<file path="src/rtl/enigma_out_buffer.sv">
// Frame buffer between the enigma core and the output wrapper: captures a
// frame of N letter symbols, then streams them out with a valid/ready handshake.
module enigma_out_buffer #(
  parameter int unsigned DEPTH  = 16,
  parameter int unsigned SYMB_W = 6
) (
  input  logic              clk_i,
  input  logic              rst_i,
  input  logic [5:0]        symb_numb_i,
  input  logic [SYMB_W-1:0] out_en_i,
  input  logic              wrap_rdy_i,
  output logic [SYMB_W-1:0] wrap_o,
  output logic              wrap_vld_o,
  output logic              busy_o,
  output logic              done_o,
  output logic              err_o
);

  localparam int unsigned AW = $clog2(DEPTH);
  localparam int unsigned PW = AW + 1;
  localparam logic [SYMB_W-1:0] LAST_LETTER = SYMB_W'(26);

  typedef enum logic [1:0] {
    ST_IDLE,
    ST_CAPTURE,
    ST_DRAIN,
    ST_DONE
  } state_t;

  state_t            state_q;
  state_t            state_nxt;
  logic [PW-1:0]     wptr_q;
  logic [PW-1:0]     wptr_nxt;
  logic [PW-1:0]     rptr_q;
  logic [PW-1:0]     rptr_nxt;
  logic [PW-1:0]     n_q;
  logic [PW-1:0]     n_nxt;
  logic              err_nxt;
  logic [SYMB_W-1:0] wrap_nxt;
  logic              vld_nxt;
  logic              busy_nxt;
  logic              done_nxt;

  logic              we_c;
  logic [AW-1:0]     waddr_c;
  logic              legal_c;
  logic              illegal_c;
  logic              numb_zero_c;
  logic              numb_over_c;
  logic [PW-1:0]     n_start_c;
  logic [SYMB_W-1:0] rd_c;

  logic [SYMB_W-1:0] mem [DEPTH];

  // Symbol classification and frame-length clamp
  always_comb begin
    legal_c     = (out_en_i != '0) && (out_en_i <= LAST_LETTER);
    illegal_c   = (out_en_i > LAST_LETTER);
    numb_zero_c = (symb_numb_i == 6'd0);
    numb_over_c = (32'(symb_numb_i) > DEPTH);
    n_start_c   = numb_over_c ? PW'(DEPTH) : PW'(symb_numb_i);
  end

  // Next-state, pointer, error and registered-output computation
  always_comb begin
    state_nxt = state_q;
    wptr_nxt  = wptr_q;
    rptr_nxt  = rptr_q;
    n_nxt     = n_q;
    err_nxt   = err_o;
    we_c      = 1'b0;
    waddr_c   = wptr_q[AW-1:0];
    rd_c      = '0;
    wrap_nxt  = '0;
    vld_nxt   = 1'b0;
    busy_nxt  = 1'b0;
    done_nxt  = 1'b0;

    // illegal codes are dropped in every state and only flag the frame
    if (illegal_c) begin
      err_nxt = 1'b1;
    end

    case (state_q)
      ST_IDLE: begin
        if (legal_c) begin
          if (numb_zero_c) begin
            err_nxt = 1'b1;
          end else begin
            we_c      = 1'b1;
            waddr_c   = '0;
            wptr_nxt  = PW'(1);
            n_nxt     = n_start_c;
            // a new frame clears the flag unless its own length is bad
            err_nxt   = numb_over_c;
            state_nxt = (n_start_c == PW'(1)) ? ST_DRAIN : ST_CAPTURE;
          end
        end
      end

      ST_CAPTURE: begin
        if (legal_c) begin
          we_c     = 1'b1;
          waddr_c  = wptr_q[AW-1:0];
          wptr_nxt = wptr_q + PW'(1);
          if ((wptr_q + PW'(1)) == n_q) begin
            state_nxt = ST_DRAIN;
          end
        end
      end

      ST_DRAIN: begin
        if (legal_c) begin
          err_nxt = 1'b1;
        end
        if (wrap_rdy_i) begin
          rptr_nxt = rptr_q + PW'(1);
          if (rptr_q == (n_q - PW'(1))) begin
            state_nxt = ST_DONE;
          end
        end
      end

      ST_DONE: begin
        if (legal_c) begin
          err_nxt = 1'b1;
        end
        wptr_nxt  = '0;
        rptr_nxt  = '0;
        state_nxt = ST_IDLE;
      end

      default: begin
        state_nxt = ST_IDLE;
      end
    endcase

    // read port with write-through so a one-symbol frame drains immediately
    if (we_c && (waddr_c == rptr_nxt[AW-1:0])) begin
      rd_c = out_en_i;
    end else begin
      rd_c = mem[rptr_nxt[AW-1:0]];
    end

    vld_nxt  = (state_nxt == ST_DRAIN);
    busy_nxt = (state_nxt != ST_IDLE);
    done_nxt = (state_nxt == ST_DONE);
    wrap_nxt = vld_nxt ? rd_c : '0;
  end

  // State, pointers, frame length and outputs
  always_ff @(posedge clk_i or negedge rst_i) begin
    if (!rst_i) begin
      state_q    <= ST_IDLE;
      wptr_q     <= '0;
      rptr_q     <= '0;
      n_q        <= '0;
      err_o      <= 1'b0;
      wrap_o     <= '0;
      wrap_vld_o <= 1'b0;
      busy_o     <= 1'b0;
      done_o     <= 1'b0;
    end else begin
      state_q    <= state_nxt;
      wptr_q     <= wptr_nxt;
      rptr_q     <= rptr_nxt;
      n_q        <= n_nxt;
      err_o      <= err_nxt;
      wrap_o     <= wrap_nxt;
      wrap_vld_o <= vld_nxt;
      busy_o     <= busy_nxt;
      done_o     <= done_nxt;
    end
  end

  // Symbol storage; contents deliberately left unreset
  always_ff @(posedge clk_i) begin
    if (we_c) begin
      mem[waddr_c] <= out_en_i;
    end
  end

endmodule

</file>
<file path="config.mk">
export PLATFORM = sky130hd
export DESIGN_NAME = enigma_out_buffer
export DESIGN_NICKNAME = d
export VERILOG_FILES = /design/src/rtl/enigma_out_buffer.sv
export SDC_FILE = /design/constraint.sdc
export NUM_CORES = 1
export LEC_CHECK = 0
export ABC_CLOCK_PERIOD_IN_PS = 3400
export BUFFER_PORTS_ARGS = -buffer_cell sky130_fd_sc_hd__buf_2
export CORE_AREA = 4 4 114 116
export DETAILED_ROUTE_END_ITERATION = 10
export DIE_AREA = 0 0 118 120
export PLACE_DENSITY_LB_ADDON = 0.15
export SLEW_MARGIN = 20
export SYNTH_ARGS = -nofsm -noshare
export SYNTH_HDL_FRONTEND = slang
export SYNTH_SLANG_ARGS = --single-unit
export TNS_END_PERCENT = 5
</file>
<file path="constraint.sdc">
create_clock -name clk_i -period 3.4 [get_ports clk_i]
set_input_delay 0.68 -clock clk_i [delete_from_list [all_inputs] [get_ports clk_i]]
set_output_delay 0.68 -clock clk_i [all_outputs]
set_load 0.05 [all_outputs]
</file>
; ---- Word-level counts from Yosys, hierarchy flattened
; Memories as Yosys holds them, arrays and structs flattened.
; Cells that the tools add are included.
; Widths: inputs -> output; s select.
[op_classes]
n_reduce_logical = 12
n_addsub = 3
eq_ne = 13
n_lt_le_gt_ge = 3
muxes = 31
bitwise = 1
[ops]
columns = op, n
row1 = $mux 5, 5
row2 = $pmux 5 s3, 1
row3 = $mux 2, 7
row4 = $gt 6x5->1 const B, 2
row5 = $mux 4, 3
row6 = $mux 6, 2
row7 = $add 5x1->5 const B, 2
row8 = $eq 5x5->1, 2
row9 = $pmux 5 s2, 1
row10 = $mux 1, 9
row11 = $eq 2x2->1 const B, 4
row12 = $ne 2x2->1 const B, 4
row13 = $pmux 2 s4, 1
row14 = $le 6x5->1 const B, 1
row15 = $logic_not 6->1, 1
row16 = $reduce_bool 6->1, 1
row17 = $eq 5x1->1 const B, 1
row18 = $sub 5x1->5 const B, 1
row19 = $eq 4x4->1, 1
row20 = $pmux 1 s2, 2
row21 = $reduce_and 4->1, 1
row22 = $reduce_bool 2->1, 2
row23 = $reduce_and 3->1, 1
row24 = $reduce_bool 3->1, 1
row25 = 6 further kinds, 7
[totals]
memories = 1
word_cells = 74
out_inout_bits = 10
ramBits = 96
ff_bits = 27
[mem_list]
columns = memory, depth, width, rd, rd_clocked_by_memory_dff, write_ports, line_no
row1 = mem, 16, 6, 1, 0, 1, 53  ; logic [SYMB_W-1:0] mem [DEPTH];

; ---- Longest topological paths before layout
; Gate-level depths: netlist (run 1).
[logic_depth]
word_depth = 9
ltp_mapped = 11
depth_no_buf = 9

; ---- Least setup slack after synthesis (run 1)
; OpenSTA, ideal clock, no wires.
[synth_timing]
path_type = input to register
start = in out_en_i[0]
end = mem mem[1][0] (enable)
setup_ps = 377
arrival_time_ps = 2337
required_time_ps = 3023
path_buffers = 0
setup_slack_ps = 686
cell_stages = 6
path_cell_list = or4_4 -> o221ai_4 -> nor2_1 -> nand2_1 -> nand2_1 -> nor3_1
[synth_via]
elab_chain_cells = 6
word_cells_on_any_way = 10
[synth_rtl]
columns = item, line_no
row1 = "start, declared", 10  ; input logic [SYMB_W-1:0] out_en_i,
row2 = $le 6x5->1 / $reduce_bool 6->1 (equally long branches), 57  ; legal_c = (out_en_i != '0) && (out_en_i <= LAST_LETTER);
row3 = $logic_and 1x1->1 *, 57
row4 = "$mux 1, on equally long branches", "102, 86"
row5 = $pmux 1 s2, 84  ; case (state_q)
row6 = $mux 1, 178  ; if (we_c) begin
row7 = $mux 1 (implied by the code), 179  ; mem[waddr_c] <= out_en_i;
row8 = "end, declared", 53
; Every way passes the cells marked *; elsewhere a longest branch is shown, timed or not.

; ---- Worst setup path after layout (run 1)
[layout_timing]
start = reg state_q[0]
end = reg wrap_o[4]
[layout_via]
elab_chain_cells = 6
word_cells_on_any_way = 20
[layout_rtl]
columns = item, line_no
row1 = "start, declared", 30  ; state_t state_q;
row2 = "start signal, assigned", 164  ; state_q <= state_nxt;
row3 = "parallel branches: the longest is 5 deep, another holds $mem_v2 16x6", --
row4 = $mux 6 *, 148  ; wrap_nxt = vld_nxt ? rd_c : '0;
row5 = net wrap_nxt[4], 39  ; logic [SYMB_W-1:0] wrap_nxt;
row6 = "end signal, assigned", 169  ; wrap_o <= wrap_nxt;
row7 = "end, declared", 12  ; output logic [SYMB_W-1:0] wrap_o,
; Mark *: on every way through the listed nets, which the timed path passes.
; A chain may end at the register's enable or synchronous reset.

==> results of run 1 <==
## synthesized netlist by cell type (all sizes together), types with 2 or more instances
library cell,number,area (µm²)
nor3,37,185
clkinv,2,7.51
and3,12,75.1
o31ai,10,93.8
nand4,4,25.0
nand3,8,40.0
nor2b,39,244
a221oi,30,263
or4,2,22.5
edfxtp,96,2880
o221ai,2,35.0
a211oi,11,108
clkbuf,30,113
mux2i,3,30.0
nor3b,2,15.0
o22ai,7,43.8
o2bb2ai,2,23.8
nand2b,2,12.5
o211ai,5,37.5
o21ai,32,160
a22oi,2,15.0
nand2,31,116
o21a,6,45.0
nor4,2,12.5
inv,7,26.3
ha,3,37.5
o311ai,3,33.8
a221o,30,300
or2,3,18.8
a21oi,9,48.8
o2111ai,2,17.5
nor2,38,145
xnor2,11,96.3
xor2,5,43.8
buf,11,73.8
dfrtp,27,676
## through the flow
| stage | worst slack (ns) | cell area [µm²] |
|---|---|---|
| finish | 0.500 | 7290 |
| detailed placement | 0.353 | 6690 |
| CTS | 0.539 | 7290 |
| global placement | 0.412 | 6690 |
| floorplan | 0.686 | 6310 |
| global route | 0.305 | 7290 |
## state kept, by name (all words and copies together), names as in the netlist
signal,count
rptr_q,5
n_q,5
err_o,1
wrap_vld_o,1
done_o,1
wptr_q,5
busy_o,1
state_q,2
wrap_o,6
mem,96
## worst max-delay path by stage
stage | end | cells past startpoint | startpoint | slack, ns
6_report | wrap_o[4]$_DFF_PN0_ | 8 | state_q[0]$_DFF_PN0_ | 0.50
3_5_place_dp | wrap_o[5]$_DFF_PN0_ | 8 | out_en_i[1] | 0.35
2_1_floorplan | mem[1][0]$_DFFE_PP_ | 6 | out_en_i[0] | 0.69
3_3_place_gp | mem[3][2]$_DFFE_PP_ | 8 | out_en_i[1] | 0.41
4_1_cts | wrap_o[4]$_DFF_PN0_ | 8 | state_q[0]$_DFF_PN0_ | 0.54
5_1_grt | wrap_o[4]$_DFF_PN0_ | 8 | state_q[0]$_DFF_PN0_ | 0.31
## logic make-up after synthesis
group	synth area share [%]
AOI/OAI and AO/OA	21.2
xor gates and xnor gates	2.22
adders and majority gates	0.595
buffers and inverters	3.49
DFF	56.4
muxes	0.654
and+or+nand+nor	15.4
## cell type report
| cell class | instances | share of cell area, % |
|---|---|---|
| Multi-Input combinational cell | 373 | 34.9 |
| Clock buffer | 17 | 5.84 |
| Clock inverter | 15 | 2.37 |
| Tap cell | 147 | 2.52 |
| Inverter | 9 | 0.464 |
| Timing Repair Buffer | 57 | 5.05 |
| Sequential cell | 123 | 48.9 |
## metal layers
| metal | vias to the layer above | share of wire, % | global-route usage, % |
|---|---|---|---|
| li1 | 2217 | - | - |
| met1 | 2408 | 44 | 32.1 |
| met2 | 186 | 48 | 38.5 |
| met3 | 23 | 6.6 | 5.94 |
| met4 | 0 | 1.6 | 8.50 |
| met5 | - | 0 | 0 |
## power by group through the flow
stage          combinational, µW  sequential [µW]  clock, µW
4_1_cts                     2550             2050       1840
3_5_place_dp                2530             2080          0
5_1_grt                     2800             2080       1910
3_3_place_gp                2480             2070          0
2_1_floorplan               1910             2020          0
6_report                    2560             2060       1820
## critical path: cells and delay by family (launching register included)
family | cells | cell delay, ns
DFF | 1 | 0.65
buffers and inverters | 2 | 0.82
AOI/OAI and AO/OA | 6 | 1.33
==> impl_metrics.yaml, run 1 <==
global_route:
  grt_pass1_wl_um: 25800
  grt_use_total_pct: 24.0
  antenna_found_initial: 0
  grt_pass1_vias: 4667
  grt_max_degree: 41
  grt_overflow_total: 0
sta:
  fmax_mhz: 345
  tightestPinTransition_ns: 0.782
  skew_ns: 0.00987
  setup_tns_ns: 0
  min_period_ns: 2.90
  drv_slew: 0
  relSlewSlack_pct: 47.4
  hold_ws_ns: 0.273
  hold_violations: 0
  rsz0062_at_grt: "no"
  setup_viol: 0
  fin_crit_sh_pct: 85.3
worst_hold_path:
  hold_class: "input port to asynchronous set/reset pin"
run_status:
  outcome: "completed"
yosys:
  avgSynthCellArea_um2: 11.6
  synth_cells: 546
  synth_ff_type: "edfxtp_1"
  syn_area_um2: 6310
  synth_cell_types: 67
  yosysWarnings: 0
  syn_nets: 564
  ys_ff_latch: 123
  synth_edf_count: 96
  seq_area_frac_synth_pct: 56.4
  ys_async_sr_fraction_pct: 22.0
critical_path:
  crit_path_cell_trace: "clkinv_1 > a31oi_2 > buf_4 > a221oi_1 > o21ai_0 > o211ai_1 > o21a_1 > a211oi_2"
  critical_path_class: "register to register"
  r2r_start: "state_q[0]$_DFF_PN0_"
  rrSetupSlack_ns: 0.50
  end_kind: "register"
  path_max_fanout: 40
  slowest_delay_ns: 0.65
  start_kind: "register"
  worstPathArrival_ns: 3.23
  r2r-end: "wrap_o[4]$_DFF_PN0_"
  cp.required_ns: 3.73
  r2r.worst_path.cells: 8
  cp_slowest_cell: "dfrtp_1"
run:
  max_cap_viol_count: 0
floorplan:
  die_h_um: 120
  die_w_um: 118
  initial_core_util_pct: 53.0
  rows: 40
  dieArea_um2: 14200
  core_area_um2: 11900
  io-pin-count: 25
cts:
  cts_tree: "built"
  postCtsSetupBuffers: 0
  cts_resized: 0
  h-tree-depth: 4
  clock_latency_ns: 0.42
  holdBufCountCts: 0
  clock-sinks: 123
  clk_path_buf_depth: 2
  cts_made_buffers: 17
  cts-root-buf: "clkbuf_16"
  clk_pin_slew_ns: 0.06
pwr:
  p_clk_share_pct: 28.3
  switching_share_pct: 38.3
  cell_internal_pwr_uw: 3970
  p_total_uw: 6430
  cellPowerDensity_nw_per_um2: 883
  p_switching_uw: 2460
  combPwrFrac_pct: 39.8
  peakVddDrop_uv: 364
  share_seq_of_total_power_pct: 31.9
  p_leak_uw: 0.00256
placement:
  dp.cells: 709
  gp_congestion: 0.853
  dp_hpwl_um: 10800
  io_buffers: 24
detailed_routing:
  wire_per_inst_um: 22.3
  vias_per_cell: 6.52
  drt_iter0_drc: 548
  ant_nets: 0
  route.detailed.drc: 0
  wl_um: 16500
  route.vias.total: 4834
  drt_pass1_iterations: 5
final_layout:
  drive_gt1_share_pct: 18.4
  instances_no_fill: 741
  layout_common_cells: "edfxtp_1 (96), nor2b_1 (38), nor2_1 (37), nor3_1 (37), buf_4 (33)"
  utilization_pct: 61.2
  areaGrowthSynthToFinish_pct: 15.4
  nNetsFinal: 599
  final_common_cell: "edfxtp_1"
  fillerInstances: 980
  seqCellArea_um2: 3560
  diodes: 0
  multi_input_area_um2: 2540
Power figures use the tool's default switching activity.
==> inputs of run 2 (changes only) <==
--- a/config.mk
+++ b/config.mk
@@ -6,7 +6,7 @@
 export NUM_CORES = 1
 export LEC_CHECK = 0
 export ABC_CLOCK_PERIOD_IN_PS = 3400
-export BUFFER_PORTS_ARGS = -buffer_cell sky130_fd_sc_hd__buf_2
+export BUFFER_PORTS_ARGS = -buffer_cell sky130_fd_sc_hd__buf_4
 export CORE_AREA = 4 4 114 116
 export DETAILED_ROUTE_END_ITERATION = 10
 export DIE_AREA = 0 0 118 120
==> impl_metrics.yaml, run 2 (same netlist as run 1, synthesis figures left out) <==
pwr:
  peakVddDrop_uv: 555
  cellPowerDensity_nw_per_um2: 873
  p_total_uw: 6430
  p_leak_uw: 0.00260
critical_path:
  path_depth: 7
  cp.required_ns: 3.72
  cp_slowest_cell: "or2_1"
  end_kind: "register"
  slowest_delay_ns: 0.85
  endpoint: "wrap_o[2]$_DFF_PN0_"
  r2r_start: "state_q[0]$_DFF_PN0_"
  crit_family: "simple AND/OR/NAND/NOR gates"
  worstPathArrival_ns: 3.20
  rrSetupSlack_ns: 0.53
  startpoint: "state_q[0]$_DFF_PN0_"
  path_max_fanout: 30
  r2r-end: "wrap_o[2]$_DFF_PN0_"
  critical_path_class: "register to register"
  start_kind: "register"
  r2r.worst_path.cells: 7
  path_buf_inv: 0
  crit_path_cell_trace: "and4bb_1 > or2_1 > a221oi_1 > o21ai_1 > o31ai_1 > o21a_1 > a211oi_2"
cts:
  clk_pin_slew_ns: 0.06
  h-tree-depth: 4
  cts-root-buf: "clkbuf_16"
  cts_resized: 0
  clock-sinks: 123
  postCtsSetupBuffers: 0
  cts_made_buffers: 17
  clk_path_buf_depth: 2
  clock_latency_ns: 0.42
  holdBufCountCts: 0
  cts_tree: "built"
global_route:
  grt_use_total_pct: 24.4
  grt_pass1_wl_um: 26400
  grt_max_degree: 43
  grt_pass1_vias: 4721
  grt_overflow_total: 0
  antenna_found_initial: 0
floorplan:
  initial_core_util_pct: 53.0
  die_h_um: 120
  io-pin-count: 25
  core_area_um2: 11900
  dieArea_um2: 14200
  die_w_um: 118
  rows: 40
final_layout:
  diodes: 0
  multi_input_area_um2: 2540
  largestRegisters: "mem (96), wrap_o (6)"
  largest_register_ffs: 96
  fillerInstances: 933
  instances_no_fill: 745
  areaGrowthSynthToFinish_pct: 16.7
  top_register: "mem"
  final_common_cell: "edfxtp_1"
  seqCellArea_um2: 3560
  nNetsFinal: 603
  utilization_pct: 61.9
  layout_common_cells: "edfxtp_1 (96), buf_4 (60), nor2b_1 (38), nor2_1 (37), nor3_1 (37)"
  drive_gt1_share_pct: 18.9
detailed_routing:
  route.detailed.drc: 0
  ant_nets: 0
  drt_iter0_drc: 466
  vias_per_cell: 6.53
  wire_per_inst_um: 22.5
  route.vias.total: 4864
  wl_um: 16800
  drt_pass1_iterations: 5
worst_hold_path:
  hold_class: "input port to asynchronous set/reset pin"
sta:
  drv_slew: 0
  setup_viol: 0
  hold_violations: 0
  min_period_ns: 2.87
  hold_ws_ns: 0.174
  fmax_mhz: 348
  fin_crit_sh_pct: 84.5
  skew_ns: 0.0123
  relSlewSlack_pct: 27.8
  setup_tns_ns: 0
  tightestPinTransition_ns: 1.08
  rsz0062_at_grt: "no"
placement:
  gp_congestion: 0.901
  io_buffers: 24
  dp_hpwl_um: 11100
  dp.cells: 713
run_status:
  outcome: "completed"
run:
  max_cap_viol_count: 0
-- run 2: cell count changes in the layout (fill, tap and decap cells not counted), sizes merged --
cell	change
clkbuf	+3
clkinv	+2
inv	-2
bufinv	-1
clkinvlp	-2
buf	+4
-- run 2: report_power, final --
group	switching, µW	leakage, µW	internal (µW)
combinational	1630	0.00111	1060
sequential	190	0.00121	1810
clock	632	0.000283	1110
-- run 2: how the worst min path moves through the flow --
stage                                     start                    end  slack, ns  cells after the start
after floorplan                           rst_i       busy_o$_DFF_PN0_       0.38                      0
after global placement    rptr_q[4]$_DFFE_PN0P_  rptr_q[4]$_DFFE_PN0P_       0.54                      1
after detailed placement  rptr_q[4]$_DFFE_PN0P_  rptr_q[4]$_DFFE_PN0P_       0.56                      1
after CTS                                 rst_i  rptr_q[4]$_DFFE_PN0P_       0.17                      1
after global routing                      rst_i  rptr_q[4]$_DFFE_PN0P_       0.19                      1
final                                     rst_i  rptr_q[4]$_DFFE_PN0P_       0.17                      1
-- run 2: worst reg2reg max path: cells and delay by family, from the launching register on --
kind	cells	cell delay, ns
simple gates	2	1.22
compound gates	5	1.15
flops	1	0.41
-- run 2: layout make-up --
| cell class | instances | area share [%] |
|---|---|---|
| clock inverter | 12 | 1.65 |
| tap | 147 | 2.50 |
| multi-input combinational | 373 | 34.5 |
| sequential | 123 | 48.3 |
| inverter | 9 | 0.458 |
| timing repair buffer | 61 | 6.38 |
| clock buffer | 20 | 6.20 |
-- run 2: per-stage QoR --
step                      worst slack [ns]  instance area (µm²)
after floorplan                      0.686                 6310
after global placement               0.304                 6790
after detailed placement             0.183                 6790
after CTS                            0.549                 7370
after global routing                 0.366                 7370
final                                0.526                 7370
-- run 2: routing by layer --
metal	GRT usage [%]	vias to the layer above	wire length (µm)
li1	-	2227	-
met1	33.9	2398	7240
met2	37.6	215	7960
met3	5.84	24	1300
met4	8.64	0	282
met5	0	-	0
==> inputs of run 3 (changes only) <==
--- a/config.mk
+++ b/config.mk
@@ -5,11 +5,12 @@
 export SDC_FILE = /design/constraint.sdc
 export NUM_CORES = 1
 export LEC_CHECK = 0
-export ABC_CLOCK_PERIOD_IN_PS = 3400
+export ABC_AREA = 1
+export ABC_CLOCK_PERIOD_IN_PS = 2840
 export BUFFER_PORTS_ARGS = -buffer_cell sky130_fd_sc_hd__buf_4
-export CORE_AREA = 4 4 114 116
+export CORE_AREA = 4 4 108 110
 export DETAILED_ROUTE_END_ITERATION = 10
-export DIE_AREA = 0 0 118 120
+export DIE_AREA = 0 0 112 114
 export PLACE_DENSITY_LB_ADDON = 0.15
 export SLEW_MARGIN = 20
 export SYNTH_ARGS = -nofsm -noshare
==> constraint.sdc (replaced) <==
create_clock -name clk_i -period 2.84 [get_ports clk_i]
set_input_delay 0.568 -clock clk_i [delete_from_list [all_inputs] [get_ports clk_i]]
set_output_delay 0.568 -clock clk_i [all_outputs]
set_load 0.05 [all_outputs]
==> impl_metrics.yaml, run 3 <==
yosys:
  synthMostInstantiatedCell: "nand2_1"
  ys_async_sr_fraction_pct: 22.0
  synth_cells: 570
  synth_top_area_share_pct: 50.4
  syn_area_um2: 5720
  synth_ff_type: "edfxtp_1"
  synth_top_area_cell: "edfxtp_1"
  seq_area_frac_synth_pct: 62.2
  avgSynthCellArea_um2: 10.0
  synth_cell_types: 35
  yosysWarnings: 0
  ys_ff_latch: 123
  synth_edf_count: 96
  ys_top_cells_by_area: "edfxtp_1 (50%), dfrtp_1 (12%), nand2_1 (11%)"
  yosys-top-cells-count: "nand2_1 (161), nand3_1 (111), edfxtp_1 (96), inv_1 (42), nor2_1 (35)"
  syn_nets: 588
cts:
  cts_tree: "built"
  cts-root-buf: "clkbuf_8"
  clk_path_buf_depth: 2
  clock_latency_ns: 0.53
  h-tree-depth: 4
  postCtsSetupBuffers: 0
  clk_pin_slew_ns: 0.06
  cts_made_buffers: 17
  clock-sinks: 123
detailed_routing:
  route.vias.total: 4231
  wl_um: 13800
  vias_per_cell: 5.55
  ant_nets: 0
  route.detailed.drc: 0
  wire_per_inst_um: 18.1
  drt_pass1_iterations: 5
  drt_iter0_drc: 438
final_layout:
  areaGrowthSynthToFinish_pct: 16.5
  layout_common_cells: "nand2_1 (161), nand3_1 (111), edfxtp_1 (96), inv_1 (42), buf_4 (37)"
  largest_register_ffs: 96
  top_register: "mem"
  nNetsFinal: 627
  fillerInstances: 894
  diodes: 0
  largestRegisters: "mem (96), wrap_o (6)"
  drive_gt1_share_pct: 15.8
  final_common_cell: "nand2_1"
sta:
  fmax_mhz: 404
  hold_violations: 0
  setup_tns_ns: 0
  rsz0062_at_grt: "no"
  tightestPinTransition_ns: 0.523
  hold_ws_ns: 0.291
  skew_ns: 0.0108
  setup_viol: 0
  min_period_ns: 2.47
  drv_slew: 0
  fin_crit_sh_pct: 87.1
  relSlewSlack_pct: 65.0
critical_path:
  r2r.worst_path.cells: 13
  r2r_start: "state_q[1]$_DFF_PN0_"
  rrSetupSlack_ns: 0.37
  cp.required_ns: 3.28
  worstPathArrival_ns: 2.92
  path_max_fanout: 25
  critical_path_class: "register to register"
  end_kind: "register"
  start_kind: "register"
  r2r-end: "wrap_o[4]$_DFF_PN0_"
worst_hold_path:
  whs_path_depth: 3
  hp-start: "symb_numb_i[2]"
  min_to: "n_q[2]$_DFFE_PN0P_"
  hold_class: "input port to register"
placement:
  gp_congestion: 0.874
  io_buffers: 24
  dp_hpwl_um: 9210
global_route:
  antenna_found_initial: 0
  grt_max_degree: 28
  grt_overflow_total: 0
  grt_pass1_wl_um: 21700
  grt_pass1_vias: 4058
  grt_use_total_pct: 22.7
pwr:
  p_leak_uw: 0.00275
  combPwrFrac_pct: 32.1
  switching_share_pct: 37.1
  p_switching_uw: 2470
  cellPowerDensity_nw_per_um2: 997
  p_clk_share_pct: 33.0
  cell_internal_pwr_uw: 4180
  share_seq_of_total_power_pct: 34.9
  peakVddDrop_uv: 622
floorplan:
  die_w_um: 112
  rows: 38
  initial_core_util_pct: 53.5
  dieArea_um2: 12800
  io-pin-count: 25
  core_area_um2: 10700
  die_h_um: 114
run:
  max_cap_viol_count: 0
run_status:
  outcome: "completed"
==> run 3: cell types whose count changed after synthesis, sizes merged, moves of 12 or more <==
cell	change
nor2b	-39
nor3	-34
and3	-12
o21ai	-19
a221oi	-30
nand2	+141
clkbuf	-30
nand3	+106
inv	+43
a221o	-30
==> run 3: power groups by stage <==
stage | registers (µW) | logic [µW] | clock network, µW
floorplan | 2320 | 1570 | 0
global placement | 2350 | 2040 | 0
detailed placement | 2350 | 2090 | 0
CTS | 2320 | 2100 | 2220
global route | 2340 | 2380 | 2300
finish | 2320 | 2130 | 2190
==> run 3: metal layers <==
layer  share of wire (%)  GRT usage, %  vias up
met1                  44          31.1     2021
met4                 2.2          7.85        0
met2                  47          35.3      170
li1                    -             -     2017
met3                 6.9          6.31       23
met5                   0             0        -
==> run 3: kinds of logic after synthesis <==
kind of cell | after synthesis | share of synthesized area, %
xor gates and xnor gates | 11 | 1.68
adders and majority gates | 3 | 0.656
and+or+nand+nor | 341 | 27.3
DFF | 123 | 62.2
buffers and inverters | 68 | 5.53
AOI/OAI and AO/OA | 24 | 2.65
==> run 3: stage by stage <==
step                cells  total power (µW)  util, %  cell area [µm²]  setup slack, ns
CTS                   762              6640     62.3             6670            0.386
detailed placement    729              4430     56.6             6050            0.190
global placement      729              4390     56.6             6050            0.310
finish                762              6640     62.3             6670            0.365
floorplan             570              3890        -             5720            0.812
global route          762              7030     62.3             6670            0.203
==> run 3: worst max-delay path, stage by stage (launching register included) <==
cell,delay (ns)
dfrtp_1,0.50
buf_4,0.21
nand2_2,0.22
nand3_4,0.25
inv_2,0.11
buf_4,0.29
nand2_1,0.10
nand2_1,0.08
nand2_1,0.05
nand3_1,0.11
nand3_1,0.12
nand2_1,0.09
nand2_1,0.08
a21oi_1,0.17
==> run 3: worst max path at each step <==
| stage | startpoint | endpoint | slack (ns) | depth (start not counted) |
|---|---|---|---|---|
| floorplan | symb_numb_i[5] | mem[5][0]$_DFFE_PP_ | 0.81 | 8 |
| global placement | out_en_i[2] | mem[12][0]$_DFFE_PP_ | 0.31 | 11 |
| detailed placement | out_en_i[2] | mem[1][0]$_DFFE_PP_ | 0.19 | 10 |
| CTS | state_q[1]$_DFF_PN0_ | wrap_o[4]$_DFF_PN0_ | 0.39 | 13 |
| global route | state_q[1]$_DFF_PN0_ | wrap_o[4]$_DFF_PN0_ | 0.20 | 13 |
| finish | state_q[1]$_DFF_PN0_ | wrap_o[4]$_DFF_PN0_ | 0.37 | 13 |
==> run 3: layout make-up <==
cell class	count	area (µm²)	share of cell area, %
clock buffers	17	414	6.21
clock inverters	15	189	2.83
inverters	50	193	2.89
multi-input cells	379	1850	27.7
flip-flops and latches	123	3560	53.4
well taps	140	175	2.63
repair buffers	38	288	4.32
==> run 3: timing repair <==
| item | CTS | global route |
|---|---|---|
| hold buffers | 1 | 0 |
| resized for setup | 0 | 0 |
| endpoints found under the hold margin | 27 | 0 |
